### src/rtl/audio_fifo_ctl.sv
// rtl/audio_fifo_ctl.sv - FWFT audio sample FIFO with thresholds, sticky errors, flush and overwrite mode
module audio_fifo_ctl #(
    parameter int DATA      = 24,
    parameter int DEPTH     = 8,
    parameter int AF_LEVEL  = DEPTH - 2,
    parameter int AE_LEVEL  = 2,
    parameter int OVERWRITE = 0
) (
    input  logic                         clk,
    input  logic                         reset,
    input  logic                         write,
    input  logic                         read,
    input  logic                         flush,
    input  logic                         clear_err,
    input  logic [DATA-1:0]              wdata,
    output logic [DATA-1:0]              rdata,
    output logic                         full,
    output logic                         empty,
    output logic                         almost_full,
    output logic                         almost_empty,
    output logic [$clog2(DEPTH+1)-1:0]   count,
    output logic                         overflow,
    output logic                         underflow
);
    localparam int CW = $clog2(DEPTH + 1);
    localparam int PW = $clog2(DEPTH);

    logic [DATA-1:0] mem [DEPTH];
    logic [PW-1:0]   rd_ptr;
    logic [PW-1:0]   wr_ptr;
    logic            rd_acc;
    logic            wr_acc;
    logic            lost;
    logic            drop;
    logic            inc;
    logic            dec;

    function automatic logic [PW-1:0] nxt(input logic [PW-1:0] p);
        return (p == PW'(DEPTH - 1)) ? '0 : p + 1'b1;
    endfunction

    assign full         = (count == CW'(DEPTH));
    assign empty        = (count == '0);
    assign almost_full  = (int'(count) >= AF_LEVEL);
    assign almost_empty = (int'(count) <= AE_LEVEL);
    assign rdata        = empty ? '0 : mem[rd_ptr];

    assign rd_acc = read & ~empty;
    assign wr_acc = (OVERWRITE != 0) ? write : (write & (~full | rd_acc));
    // A write into a full FIFO with no pop loses a sample: either the new one or the oldest.
    assign lost   = write & full & ~rd_acc;
    assign drop   = lost & (OVERWRITE != 0);
    assign inc    = wr_acc & ~rd_acc & ~full;
    assign dec    = rd_acc & ~wr_acc;

    always_ff @(posedge clk or posedge reset) begin
        if (reset) begin
            rd_ptr    <= '0;
            wr_ptr    <= '0;
            count     <= '0;
            overflow  <= 1'b0;
            underflow <= 1'b0;
        end else if (flush) begin
            rd_ptr <= '0;
            wr_ptr <= '0;
            count  <= '0;
        end else begin
            if (wr_acc)
                wr_ptr <= nxt(wr_ptr);
            if (rd_acc | drop)
                rd_ptr <= nxt(rd_ptr);
            if (inc)
                count <= count + 1'b1;
            else if (dec)
                count <= count - 1'b1;
            overflow  <= lost | (overflow & ~clear_err);
            underflow <= (read & empty) | (underflow & ~clear_err);
        end
    end

    always_ff @(posedge clk) begin
        if (wr_acc & ~flush & ~reset)
            mem[wr_ptr] <= wdata;
    end
endmodule

### config.mk
export PLATFORM = sky130hd
export DESIGN_NAME = audio_fifo_ctl
export DESIGN_NICKNAME = d
export VERILOG_FILES = /design/src/rtl/audio_fifo_ctl.sv
export SDC_FILE = /design/constraint.sdc
export NUM_CORES = 1
export LEC_CHECK = 0
export BUFFER_PORTS_ARGS = -buffer_cell sky130_fd_sc_hd__buf_4
export CORE_ASPECT_RATIO = 1.75
export CORE_MARGIN = 1
export CORE_UTILIZATION = 59
export DETAILED_ROUTE_END_ITERATION = 8
export PLACE_DENSITY = 0.85
export RECOVER_POWER = 50
export SYNTH_ARGS = -nofsm -noshare
export SYNTH_HDL_FRONTEND = slang
export SYNTH_SLANG_ARGS = --single-unit
### constraint.sdc
create_clock -name clk -period 3.4 [get_ports clk]
set_clock_uncertainty 0.1 [all_clocks]
set_input_delay 0.85 -clock clk [delete_from_list [all_inputs] [get_ports clk]]
set_output_delay 0.85 -clock clk [all_outputs]
set_load 0.05 [all_outputs]
==> results of run 1 <==
-- state kept, by name, indices dropped and copies added (netlist names) --
register,flops
count,4
mem,192
underflow,1
overflow,1
rd_ptr,3
wr_ptr,3
-- where the power goes --
| part | internal [mW] | total, mW | switching [mW] |
|---|---|---|---|
| clock network | 1.08 | 1.91 | 0.836 |
| registers | 2.81 | 2.90 | 0.0938 |
| logic | 0.848 | 2.45 | 1.60 |
| total | 4.73 | 7.27 | 2.53 |
-- worst min path at each step --
stage	start	end	slack, ns
6_report	reset	count[1]	0.31
5_1_grt	reset	rd_ptr[2]	0.36
4_1_cts	reset	count[1]	0.33
3_5_place_dp	overflow	overflow	0.39
3_3_place_gp	overflow	overflow	0.38
2_1_floorplan	wr_ptr[1]	wr_ptr[1]	0.43
-- metal layers --
metal  wire (um)  GRT usage  up-vias
met5           0          0        -
met4         490     0.0983        0
met3        1080     0.0360       33
met2        8470      0.399      192
met1        5830      0.295     2112
li1            -          -     1792
-- synth_stat cells (all sizes together) --
cell type | n | area (um2)
o22a | 1 | 8.76
a211oi | 3 | 35.0
a21oi | 5 | 25.0
mux2i | 28 | 280
buf | 18 | 93.8
or3b | 2 | 17.5
o311a | 1 | 10.0
nand3 | 3 | 15.0
o21ai | 2 | 25.0
or4b | 1 | 13.8
o2111ai | 1 | 8.76
o31a | 1 | 8.76
a21o | 1 | 7.51
or4 | 1 | 11.3
clkbuf | 4 | 15.0
xnor2 | 3 | 26.3
ha | 6 | 75.1
inv | 6 | 22.5
dfrtp | 12 | 300
nand2b | 4 | 25.0
fa | 1 | 20.0
nor4b | 1 | 8.76
a32o | 2 | 20.0
nor2 | 40 | 160
or2 | 1 | 6.26
mux4 | 48 | 1080
nor3 | 3 | 25.0
nand2 | 10 | 37.5
or3 | 3 | 18.8
edfxtp | 192 | 5770
-- stage by stage --
stage / instance area (um2) / setup slack, ns / hold slack [ns] / power [mW]
floorplan: 8170 / 0.00339 / 0.429 / 4.75
global placement: 9030 / 0.621 / 0.383 / 5.40
detailed placement: 9030 / 0.550 / 0.394 / 5.46
CTS: 9600 / 0.146 / 0.325 / 7.39
global route: 9450 / 0.115 / 0.357 / 7.53
finish: 9450 / 0.179 / 0.305 / 7.27
-- placed cells by master, fill, tap and decap left out, drive strengths merged, types with 5 or more instances in the layout --
master	netlist	final
buf	18	51
nand2	10	10
dfrtp	12	12
edfxtp	192	192
inv	6	6
clkbuf	4	51
mux2i	28	28
a21oi	5	5
clkinv	0	6
ha	6	6
nor2	40	40
mux4	48	48
-- logic make-up (layout without fill, tap and decap cells) --
logic type      count (synthesis)  after routing  share of synthesized area
other cells                     0              1                          0
fa+ha+maj                       7              7                     0.0116
mux                            76             76                      0.167
xor+xnor                        3              3                    0.00322
flops                         204            204                      0.743
compound gates                 17             17                     0.0182
buf+inv                        28            118                     0.0161
simple gates                   69             69                     0.0415
-- final cells by class --
class | count | area, um2 | share of cell area
Inverter | 6 | 22.5 | 0.00238
Multi-Input combinational cell | 172 | 1960 | 0.208
Antenna cell | 1 | 2.50 | 0.000265
Sequential cell | 204 | 6070 | 0.643
Timing Repair Buffer | 83 | 628 | 0.0665
Clock inverter | 10 | 109 | 0.0115
Clock buffer | 19 | 433 | 0.0458
Tap cell | 174 | 218 | 0.0230
==> summary by stage, run 1 <==
Layout
The final core area utilization is 0.702. The fraction of layout cells with a size suffix above 1 is 0.275. The synthesis-to-layout area growth is 15.7%.

The finished layout holds 669 standard cells, fillers aside. The filler cells instantiated in the layout total 848. The net count of the finished layout is 521.

Worst setup path
The worst setup path endpoint is rdata[14]. Traced cell by cell, the critical path runs through buf_4 > mux4_2 > mux2i_1 > nor2_1 > buf_4. The launching element type of the critical path is a register. The startpoint of the worst register-to-register path is count[0]. Together, buffers and inverters on the worst path number 2. The category of the worst setup path capture point is a primary output. The number of cell instances on the worst register-to-register path is 5. In this design, the stage delay of the slowest critical-path cell is 0.56 ns. The data required time of the worst path is 2.45 ns. On the critical path the largest part of the delay comes from multiplexers. Counting buffers and inverters, the worst setup path is 5 cells deep. The launching element of the worst setup path is rd_ptr[0]. The end of the worst register-to-register path is mem[4][5].

The highest net fanout along the worst path is 8. By startpoint and endpoint, the worst setup path is classified as register to primary output. The slowest cell on the critical path is sky130_fd_sc_hd__mux4_2. The critical path arrival is 2.27 ns. The most prevalent standard cell on the critical path is sky130_fd_sc_hd__buf_4. In this run the register-to-register setup slack is 0.80 ns.

Timing
The relative max-transition margin is 0.586. The transition at the pin with the smallest max-transition slack is 0.621 ns. The count of final max-slew check failures was 0. Setup repair after global routing left no endpoint under its margin. In the finished design, the share of the clock period the worst path needs comes to 0.947. Setup violations remaining at the end of the flow were counted as 0.

The final hold violation count is 0. The top achievable clock speed is 0.310 GHz. The post-layout minimum cycle time is 3.22 ns. For the final routed database, the setup TNS stands at 0 ns.

Run
Across the run, the number of max-cap violations was 0.

Synthesis
Synthesis produced a netlist whose cell count is a little over 400. For this run, the register share of the synthesized area comes to 0.743. The total of warnings raised by yosys is 0. The post-synthesis net count is 441. The synthesized design contains 204 register bits. The mean post-synth cell area is 20.2 um2. The unique cell type count in the Yosys netlist is 37.

The netlist area before placement is 8170 um2.

Clock network
Once the clock tree was built, the resizer swapped 0 gates to a different size. The number of buffers inserted to repair setup after CTS is 3. The clock buffer count from CTS is 17. In this run the number of H-tree levels came out at 1.

The later pin in the worst-skew pair is clocked with a latency of 0.47 ns. The buffer cell driving the clock tree root is sky130_fd_sc_hd__clkbuf_16. TritonCTS built the clock tree. Clock-pin slew was measured on the worst setup and hold paths at 0.07 ns. The clock passes through at most 3 buffers.

In this run, post-CTS hold repair placed 0 buffers. The tree built by TritonCTS fans out to 204 sinks.

Die
The floorplan step set the die height to 158 um. The width of the chip is 90.9 um. The floorplan has 56 rows. The count of boundary I/O pins is 64. The initial core utilization is 0.607. The die covers 14300 um2.

In this run the standard cell core region covers about 13000 um2.

Run status
The flow ran to the end, and the final reports show no timing, DRC or antenna violations.

GRT
After global routing the overflow that remains totals 0. The number of global-route vias before repair is 4288. The global-route total usage across every layer is 0.231.

Entering global routing, the biggest net connects 51 pins. The first global-routing pass estimated 24.3 mm of wire. The initial antenna violation count is 1.

Route
Dividing the detail-routed wire length by the instance count gives roughly 24 um. The pre-antenna-repair detailed-routing pass consisted of 4 iterations. The iteration-0 DRC count of the detailed router is 288. After detailed routing, the number of vias per cell comes to between 6 and 7. In the routed design, unresolved DRC markers number 0. The final route contains between 4000 and 5000 vias. The final routed wirelength across all metal layers is 15.9 mm.

In this run the remaining antenna-violating nets after routing total 0.

Placement
The last weighted congestion value of the routability-driven placer is 0.743. In this run the tool buffered the top-level ports with 63 buffer cells. The sum of net half-perimeters after detailed placement is around 8.9 mm. In this run, placement finished with an instance count of around 640.

Power
For this design the ratio of total power to cell area is 769 nW/um2. The largest voltage drop on the vdd net is 0.000515 V. Summed over all cells, the static leakage comes to about 3.1 nW.

Min path
In this run the worst hold path is classified as input pin to asynchronous set/reset pin.
Note: power is estimated with default switching activity, not from simulation.
==> run 2: changes to the inputs <==
--- a/config.mk
+++ b/config.mk
@@ -12,6 +12,7 @@
 export DETAILED_ROUTE_END_ITERATION = 8
 export PLACE_DENSITY = 0.85
 export RECOVER_POWER = 50
+export REMOVE_ABC_BUFFERS = 1
 export SYNTH_ARGS = -nofsm -noshare
 export SYNTH_HDL_FRONTEND = slang
 export SYNTH_SLANG_ARGS = --single-unit
==> run 2 against run 1 <==
Die area unchanged. Largest power group unchanged. Via count decreased by 0.75%. Sequential power is essentially flat.
==> summary by stage, run 2 (same netlist as run 1, synthesis figures left out) <==
GRT
After global routing the overflow that remains totals 0. The first global-routing pass estimated around 25 mm of wire. Entering global routing, the biggest net connects 27 pins. The initial antenna violation count came to 0. The global-route total usage across every layer is 0.243. The number of global-route vias before repair was 4464.

Route
The routed length per placed instance is 24.1 um. Wires add up to 16.3 mm. In the routed design, unresolved DRC markers number 0. The residual antenna-violating net count after detailed routing is 0. For this run, the detailed router's first-pass iteration total came to 5. The mean number of vias per cell is 6.06. For this block, the initial DRC count from the detailed router was 240.

The detailed router placed 4098 vias in this run.

Timing
Setup violations remaining at the end of the flow were counted as 0. The relative max-transition margin is 0.543. The post-layout minimum cycle time is 3.21 ns. The worst path meets setup with roughly 0.19 ns of slack.

The final hold violation count is 0. Of the available clock period, the critical path in the final layout requires 0.945. The count of final max-slew check failures is 0.

Setup repair after global routing left no endpoint under its margin. For the pin with the worst max-slew slack, the measured transition is approximately 0.68 ns. The top achievable clock speed is 0.311 GHz.

Power
The power density over the cells is 765 nW/um2. The power after layout is 7.19 mW. In this run the static leakage power is 3.08 nW. The largest voltage drop on the vdd net is 0.000611 V.

Die
The count of boundary I/O pins is between 60 and 70. In this run the standard cell core region covers 13500 um2. The initial utilization of the core area, before any placement, comes to 0.607. The placement row count is 56. The die is 158 um tall. The floorplan step defined a die boundary enclosing 14300 um2. The width of the chip is between 90 and 100 um.

Run
The max capacitance violation total is 0.

Placement
Routability-driven placement finished with a final weighted congestion of 0.774. The count of input and output buffers is 63. OpenSTA, run right after detailed placement, puts the worst setup slack at 0.474 ns. The sum of net half-perimeters after detailed placement is 10.0 mm.

Layout
The layout filler cell count is 871. The synthesis-to-layout area growth is 15.1%. The net count of the finished layout is 528.

The number of flip-flops under the largest register name is 192. The commonest non-fill, non-tap cell in the layout is sky130_fd_sc_hd__edfxtp_1. Registers take 6070 um2. In the layout the commonest cells are sky130_fd_sc_hd__edfxtp_1 (192), sky130_fd_sc_hd__buf_4 (55), sky130_fd_sc_hd__mux4_2 (48). 0 antenna diodes ended up in the layout. In the final layout, the share of cells above drive strength 1 is 0.285. In the final layout, the registers with the most flip-flops are mem (192), count (4). The register with the highest flop count is mem.

The area occupied by multi-input gates is approximately 2000 um2.

Clock network
Clock-pin slew was measured on the worst setup and hold paths at ~0.060 ns. The buffer cell driving the clock tree root is sky130_fd_sc_hd__clkbuf_16. The insertion delay of the later-clocked pin in the worst-skew pair is 0.48 ns. The clock passes through at most 3 buffers. The clock sink count is 204. TritonCTS built the clock tree. The clock buffer count from CTS is 18.

The count of cells resized by post-cts repair is 0. The deepest level of the CTS H-tree is 1.

Worst setup path
The launching element type of the critical path is a register. The start-to-end type of the worst setup path is register to primary output. Of all nets on the critical path, the largest fanout is 25. The data required time of the worst path is approximately 2.5 ns.

For the worst setup path, the data arrival time is 2.26 ns. The category of the worst setup path capture point is a primary output.

Run status
The flow ran to the end, and the final reports show no timing, DRC or antenna violations.

Min path
In this run the worst hold path is classified as input pin to asynchronous set/reset pin.
[run 2: layer usage]
layer,vias up,track usage,part of all wire
li1,1805,-,-
met1,2098,0.276,0.34
met2,172,0.437,0.57
met3,23,0.0432,0.065
met4,0,0.127,0.022
met5,-,0,0
[run 2: through the flow]
stage / hold WS, ns / TNS [ns] / util / area [um2] / instances
finish: 0.318 / 0 / 0.699 / 9400 / 676
global route: 0.372 / 0 / 0.699 / 9400 / 676
CTS: 0.333 / 0 / 0.710 / 9550 / 676
detailed placement: 0.400 / 0 / 0.668 / 8990 / 642
global placement: 0.411 / 0 / 0.668 / 8990 / 642
floorplan: 0.423 / -18.65 / - / 8060 / 382
[run 2: layout make-up]
| type | count | share of cell area |
|---|---|---|
| flip-flops and latches | 204 | 0.646 |
| clock inverters | 9 | 0.00532 |
| well taps | 174 | 0.0232 |
| clock buffers | 22 | 0.0518 |
| repair buffers | 89 | 0.0627 |
| multi-input cells | 172 | 0.209 |
| inverters | 6 | 0.00240 |
[run 2: worst paths after layout]
check / from / to / slack [ns] / cells after the start
max in group asynchronous: reset / rd_ptr[0] / 2.48 / 2
hold reg to reg: overflow / overflow / 0.41 / 1
setup / recovery: count[2] / rdata[6] / 0.19 / 5
hold / removal: reset / wr_ptr[0] / 0.32 / 2
setup reg to reg: count[1] / mem[5][21] / 0.79 / 5
min in group clk: overflow / overflow / 0.41 / 1
[run 2: worst max-delay path: stages, from the launching register on]
cell                      delay [ns]
sky130_fd_sc_hd__dfrtp_1        0.46
sky130_fd_sc_hd__or3_1          0.51
sky130_fd_sc_hd__nor2_4         0.13
sky130_fd_sc_hd__buf_4          0.33
sky130_fd_sc_hd__nor2_1         0.14
sky130_fd_sc_hd__buf_4          0.21
[run 2: timing repair]
action	CTS	global route
setup endpoints to repair	1	0
hold buffers	0	0
setup buffers	3	0
[run 2: power by group]
part	switching [mW]	total (mW)	internal [mW]
logic	1.59	2.43	0.836
clock network	0.840	1.86	1.03
registers	0.0882	2.90	2.81
